==> config.mk <==
export PLATFORM = sky130hd
export DESIGN_NAME = sumador_acumulador_pipe_flat
export DESIGN_NICKNAME = d
export VERILOG_FILES = /design/src/rtl/sumador_acumulador_pipe_if.sv /design/src/rtl/sumador_acumulador_pipe.sv /design/src/flat_wrapper.sv
export SDC_FILE = /design/constraint.sdc
export NUM_CORES = 1
export LEC_CHECK = 0
export CORE_MARGIN = 10
export CORE_UTILIZATION = 40
export CTS_CLUSTER_DIAMETER = 40
export DETAILED_ROUTE_END_ITERATION = 8
export PLACE_DENSITY_LB_ADDON = 0.05
export SYNTH_ARGS = -nofsm -noshare
export SYNTH_HDL_FRONTEND = slang
export SYNTH_SLANG_ARGS = --single-unit
==> constraint.sdc <==
create_clock -name clk -period 2.7 [get_ports clk]
set_input_delay 0.54 -clock clk [delete_from_list [all_inputs] [get_ports clk]]
set_output_delay 0.54 -clock clk [all_outputs]
set_load 0.02 [all_outputs]
==> src/rtl/sumador_acumulador_pipe_if.sv <==
// Operand/result bundle for sumador_acumulador_pipe.
// valid/enable: valid_in qualifies mode/a/b on an edge where enb=1; valid_out marks a fresh c/carry/overflow.
interface sumador_acumulador_pipe_if #(
  parameter int WIDTH = 4
);
  logic             enb;
  logic             valid_in;
  logic [1:0]       mode;
  logic [WIDTH-1:0] a;
  logic [WIDTH-1:0] b;
  logic [WIDTH-1:0] c;
  logic             carry;
  logic             overflow;
  logic             valid_out;

  modport master (
    output enb, valid_in, mode, a, b,
    input  c, carry, overflow, valid_out
  );

  modport slave (
    input  enb, valid_in, mode, a, b,
    output c, carry, overflow, valid_out
  );
endinterface

==> src/rtl/sumador_acumulador_pipe.sv <==
// Two-stage add/sub/accumulate unit with carry/borrow, signed overflow and optional saturation.
// Stage 1 registers the operands; stage 2 computes, registers the result and owns the accumulator.
module sumador_acumulador_pipe #(
  parameter int WIDTH    = 4,
  parameter bit SATURATE = 1'b0
) (
  input logic                    clk,
  input logic                    rst,
  sumador_acumulador_pipe_if.slave bus
);
  localparam logic [1:0] MODE_ADD  = 2'b00;
  localparam logic [1:0] MODE_SUB  = 2'b01;
  localparam logic [1:0] MODE_ACC  = 2'b10;
  localparam logic [1:0] MODE_LOAD = 2'b11;

  logic [WIDTH-1:0] s1_a_q, s1_a_d;
  logic [WIDTH-1:0] s1_b_q, s1_b_d;
  logic [1:0]       s1_mode_q, s1_mode_d;
  logic             s1_v_q, s1_v_d;
  logic [WIDTH-1:0] c_q, c_d;
  logic [WIDTH-1:0] acc_q, acc_d;
  logic             carry_q, carry_d;
  logic             overflow_q, overflow_d;
  logic             valid_out_q, valid_out_d;

  logic [WIDTH-1:0] op_x, op_y;
  logic             cin;
  logic [WIDTH:0]   sum;
  logic [WIDTH-1:0] res;
  logic             res_carry;
  logic             res_ovf;

  // Subtract is a + ~b + 1, so the overflow test compares a against ~b.
  always_comb begin
    op_x = s1_a_q;
    op_y = s1_b_q;
    cin  = 1'b0;
    case (s1_mode_q)
      MODE_ADD: ;
      MODE_SUB: begin
        op_y = ~s1_b_q;
        cin  = 1'b1;
      end
      MODE_ACC: begin
        op_x = acc_q;
        op_y = s1_a_q;
      end
      default: ;
    endcase
    sum       = {1'b0, op_x} + {1'b0, op_y} + {{WIDTH{1'b0}}, cin};
    res       = sum[WIDTH-1:0];
    res_carry = sum[WIDTH];
    res_ovf   = (op_x[WIDTH-1] == op_y[WIDTH-1]) && (sum[WIDTH-1] != op_x[WIDTH-1]);
    if (s1_mode_q == MODE_SUB) begin
      res_carry = ~sum[WIDTH];
    end
    if (s1_mode_q == MODE_LOAD) begin
      res       = s1_a_q;
      res_carry = 1'b0;
      res_ovf   = 1'b0;
    end
    // Flags keep reporting the unclamped condition; only the value is clamped.
    if (SATURATE && res_carry) begin
      res = (s1_mode_q == MODE_SUB) ? '0 : '1;
    end
  end

  always_comb begin
    s1_a_d      = s1_a_q;
    s1_b_d      = s1_b_q;
    s1_mode_d   = s1_mode_q;
    s1_v_d      = s1_v_q;
    c_d         = c_q;
    acc_d       = acc_q;
    carry_d     = carry_q;
    overflow_d  = overflow_q;
    valid_out_d = valid_out_q;
    if (bus.enb) begin
      s1_a_d      = bus.a;
      s1_b_d      = bus.b;
      s1_mode_d   = bus.mode;
      s1_v_d      = bus.valid_in;
      valid_out_d = s1_v_q;
      if (s1_v_q) begin
        c_d        = res;
        carry_d    = res_carry;
        overflow_d = res_ovf;
        if (s1_mode_q[1]) begin
          acc_d = res;
        end
      end
    end
  end

  always_ff @(posedge clk) begin
    if (!rst) begin
      s1_a_q      <= '0;
      s1_b_q      <= '0;
      s1_mode_q   <= 2'b00;
      s1_v_q      <= 1'b0;
      c_q         <= '0;
      acc_q       <= '0;
      carry_q     <= 1'b0;
      overflow_q  <= 1'b0;
      valid_out_q <= 1'b0;
    end else begin
      s1_a_q      <= s1_a_d;
      s1_b_q      <= s1_b_d;
      s1_mode_q   <= s1_mode_d;
      s1_v_q      <= s1_v_d;
      c_q         <= c_d;
      acc_q       <= acc_d;
      carry_q     <= carry_d;
      overflow_q  <= overflow_d;
      valid_out_q <= valid_out_d;
    end
  end

  assign bus.c         = c_q;
  assign bus.carry     = carry_q;
  assign bus.overflow  = overflow_q;
  assign bus.valid_out = valid_out_q;
endmodule

==> src/flat_wrapper.sv <==
// flat-port wrapper written by rule: the top's interface ports become plain ports
module sumador_acumulador_pipe_flat 
#(
  parameter int WIDTH    = 4,
  parameter bit SATURATE = 1'b0
)
  (clk, rst, bus_enb, bus_valid_in, bus_mode, bus_a, bus_b, bus_c, bus_carry, bus_overflow, bus_valid_out);
  sumador_acumulador_pipe_if #(.WIDTH(WIDTH)) bus_i ();
  input logic clk;
  input logic rst;
  input wire logic [$bits(bus_i.enb)-1:0] bus_enb;
  input wire logic [$bits(bus_i.valid_in)-1:0] bus_valid_in;
  input wire logic [$bits(bus_i.mode)-1:0] bus_mode;
  input wire logic [$bits(bus_i.a)-1:0] bus_a;
  input wire logic [$bits(bus_i.b)-1:0] bus_b;
  output wire logic [$bits(bus_i.c)-1:0] bus_c;
  output wire logic [$bits(bus_i.carry)-1:0] bus_carry;
  output wire logic [$bits(bus_i.overflow)-1:0] bus_overflow;
  output wire logic [$bits(bus_i.valid_out)-1:0] bus_valid_out;
  assign bus_i.enb = bus_enb;
  assign bus_i.valid_in = bus_valid_in;
  assign bus_i.mode = bus_mode;
  assign bus_i.a = bus_a;
  assign bus_i.b = bus_b;
  assign bus_c = bus_i.c;
  assign bus_carry = bus_i.carry;
  assign bus_overflow = bus_i.overflow;
  assign bus_valid_out = bus_i.valid_out;
  sumador_acumulador_pipe #(.WIDTH(WIDTH), .SATURATE(SATURATE)) u_core (.clk(clk), .rst(rst), .bus(bus_i));
endmodule
==> flow_summary.json <==
{
  "status": "finished clean",
  "hold_class": "reg2reg",
  "finalHoldViolCount": 0,
  "timing.max_cap.violations": 0,
  "regArea_sq_um": 443,
  "critPathMaxStageDelay_ns": 0.45,
  "place_congestion": 0.810,
  "setup_viol": 0,
  "skew_ns": 0.0130,
  "met1_usage": 0.129,
  "cp-end-kind": "flip-flop",
  "overflow": 0,
  "async_reset_ff_frac": 0,
  "core_sq_mm": 0.00283,
  "cp_top_family": "adder cells",
  "rsz0062_at_grt": "no",
  "grt_usage": 0.104,
  "grt_pass1_vias": 947,
  "rrSetupSlack_ns": 0.13,
  "ys_ff_latch": 22,
  "max-vdd-ir-drop_mv": 0.285,
  "synth-seq-area-share": 0.363,
  "syn-num-nets": 150,
  "worstSetupStartpointType": "flip-flop",
  "drive_above_1_share": 0.147,
  "worstPathRequired_ns": 2.96,
  "drt-vias-per-instance": 5.48,
  "leakagePower_uw": 0.000599,
  "die_height_um": 75.1,
  "post-route-min-period_ns": 2.57,
  "io_buffer_count": 20,
  "die_width_um": 75.1,
  "drtIter0Drc": 48,
  "synth_cell_types": 34,
  "p_comb_frac": 0.234,
  "power.share.switching": 0.281,
  "relSlewSlack": 0.736,
  "htreeDepth": 1,
  "grt_antenna_before_repair": 0,
  "final_cell_area_sq_mm": 0.00150,
  "routed_wl_mm": 2.69,
  "p_per_area_mw_per_mm2": 468,
  "max_freq_mhz": 390,
  "cp_data_arrival_time_ns": 2.82,
  "drcViolationCount": 0,
  "tightest_slew_ns": 0.397,
  "ctsResizeCount": 0,
  "cts_tree": "done",
  "io_pins": 21,
  "yosysWarnings": 0,
  "critPathBufInv": 1,
  "root_buffer": "clkbuf_4",
  "fin_nets": 173,
  "avgSynthCellArea_sq_um": 9.48,
  "crit_path_top_delay_cell": "fa_1",
  "synth.cell_area_sq_mm": 0.00121,
  "gr-usage-met2": 0.159,
  "start_util": 0.429,
  "drtAntennaViolNets": 0,
  "fillCellCount": 277,
  "synth-edff-count": 0,
  "synthCells": 128,
  "crit_chain": "inv_1 > ha_1 > a221oi_2 > a21oi_1 > fa_1 > fa_2 > a21o_1 > a2111o_1 > o211ai_1",
  "route.vias.total": 991,
  "clock_sinks": 22,
  "top_usage_layer": "met2",
  "firstDrtPassIters": 4,
  "internal-power_uw": 504,
  "area_growth_pct": 23.3,
  "clk_path_buf_depth": 2,
  "num_antenna_cells": 0,
  "grt_max_degree": 13,
  "clk_latency_ns": 0.32,
  "dieArea_sq_mm": 0.00564,
  "cts_setup_buffers": 0,
  "clk_pin_slew_ns": 0.13,
  "holdBufCountCts": 0,
  "crit_type": "reg2reg",
  "numCtsBuffers": 3,
  "finalCritPeriodShare": 0.951,
  "slew_viol_final": 0,
  "synth_flop_cell": "dfxtp_1",
  "place_area_sq_mm": 0.00145,
  "drt-wirelength-per-cell_um": 14.9,
  "cp_max_fo": 4,
  "place_hpwl_mm": 2.12,
  "fp-row-count": 19,
  "multi_input_area_sq_um": 699,
  "switching_power_uw": 197,
  "totalNegativeSetupSlack_ns": 0,
  "p_clk_frac": 0.264,
  "power_frac_seq": 0.502,
  "grt_pass1_wl_mm": 4.64,
  "met3_usage": 0.0420
}
[synth_stat cells (2+ instances only)]
master	instances	area share
a21oi_1	12	0.049
nand4b_1	2	0.014
nand3_1	3	0.012
ha_1	6	0.062
a211o_1	2	0.014
o211ai_1	3	0.019
a211oi_1	4	0.025
buf_6	3	0.028
nor2_1	15	0.046
nand2b_1	2	0.010
a221oi_1	4	0.029
o21ai_0	2	0.0082
nand2_1	3	0.0093
fa_1	2	0.033
inv_1	7	0.022
buf_2	3	0.012
mux2i_1	13	0.11
dfxtp_1	22	0.36
clkbuf_1	3	0.0093
mux2_2	3	0.028
[worst register-to-register path: stages (launching register included)]
cell,delay (ns)
dfxtp_2,0.36
inv_1,0.05
ha_1,0.24
a221oi_2,0.28
a21oi_1,0.09
fa_1,0.45
fa_2,0.37
a21o_1,0.20
a2111o_1,0.40
o211ai_1,0.09
[power groups by stage]
stage	combinational (uW)	sequential, uW	clock, uW
6_report	164	351	185
5_1_grt	184	354	204
4_1_cts	161	351	193
3_5_place_dp	160	359	0
3_3_place_gp	157	358	0
2_1_floorplan	102	360	0
[sequential cells by signal (all words and copies together) (netlist names)]
name                  flops
u_core.acc_q              4
u_core.bus.c              4
u_core.s1_a_q             4
u_core.s1_b_q             4
u_core.s1_mode_q          2
u_core.bus.carry          1
u_core.bus.overflow       1
u_core.bus.valid_out      1
u_core.s1_v_q             1
[cell usage in the layout (no fill, tap or decap), drive strengths merged, types with 2 or more instances in the layout]
cell / netlist / final
a211o: 2 / 2
a211oi: 4 / 4
a21oi: 12 / 12
a221oi: 4 / 4
buf: 6 / 7
clkbuf: 3 / 4
clkdlybuf4s50: 0 / 20
dfxtp: 22 / 22
fa: 2 / 2
ha: 6 / 6
inv: 7 / 7
mux2: 4 / 4
mux2i: 13 / 13
nand2: 4 / 4
nand2b: 2 / 2
nand3: 3 / 3
nand4b: 2 / 2
nor2: 15 / 15
o211ai: 3 / 3
o21ai: 2 / 2
[final timing paths]
path	depth (start not counted)	startpoint	end
max	9	u_core.s1_mode_q[0]$_SDFFE_PN0P_	u_core.bus.carry$_SDFFE_PN0P_
min reg2reg	2	u_core.bus.c[2]$_SDFFE_PN0P_	u_core.bus.c[2]$_SDFFE_PN0P_
min	2	u_core.bus.c[2]$_SDFFE_PN0P_	u_core.bus.c[2]$_SDFFE_PN0P_
max reg2reg	9	u_core.s1_mode_q[0]$_SDFFE_PN0P_	u_core.bus.carry$_SDFFE_PN0P_
[metal layers]
metal / wire length [um] / vias to the layer above
li1: - / 507
met1: 1280 / 457
met2: 1200 / 21
met3: 174 / 6
met4: 45 / 0
met5: 0 / -
[cell families after synthesis]
logic type	Yosys count	synth area share
buffers and inverters	16	0.0711
and+or+nand+nor	32	0.137
AOI/OAI and AO/OA	32	0.179
muxes	17	0.147
adders and majority gates	8	0.0948
DFF	22	0.363
xor gates and xnor gates	1	0.00722
[per-stage QoR]
step | setup slack, ns | hold slack, ns | cells | util | power (uW)
after floorplan | 0.0135 | 0.450 | 128 | - | 463
after global placement | 0.0897 | 0.449 | 177 | 0.511 | 515
after detailed placement | 0.0541 | 0.453 | 177 | 0.511 | 519
after CTS | 0.0187 | 0.471 | 181 | 0.524 | 705
after global routing | 0.0213 | 0.494 | 181 | 0.529 | 743
final | 0.133 | 0.465 | 181 | 0.529 | 701
[layout make-up]
cell class | instances | area share
clock buffer | 4 | 0.0242
multi-input combinational | 90 | 0.467
timing repair buffer | 27 | 0.169
sequential | 22 | 0.296
tap | 31 | 0.0259
inverter | 7 | 0.0176
No activity file was read; power rests on OpenSTA's default activity.
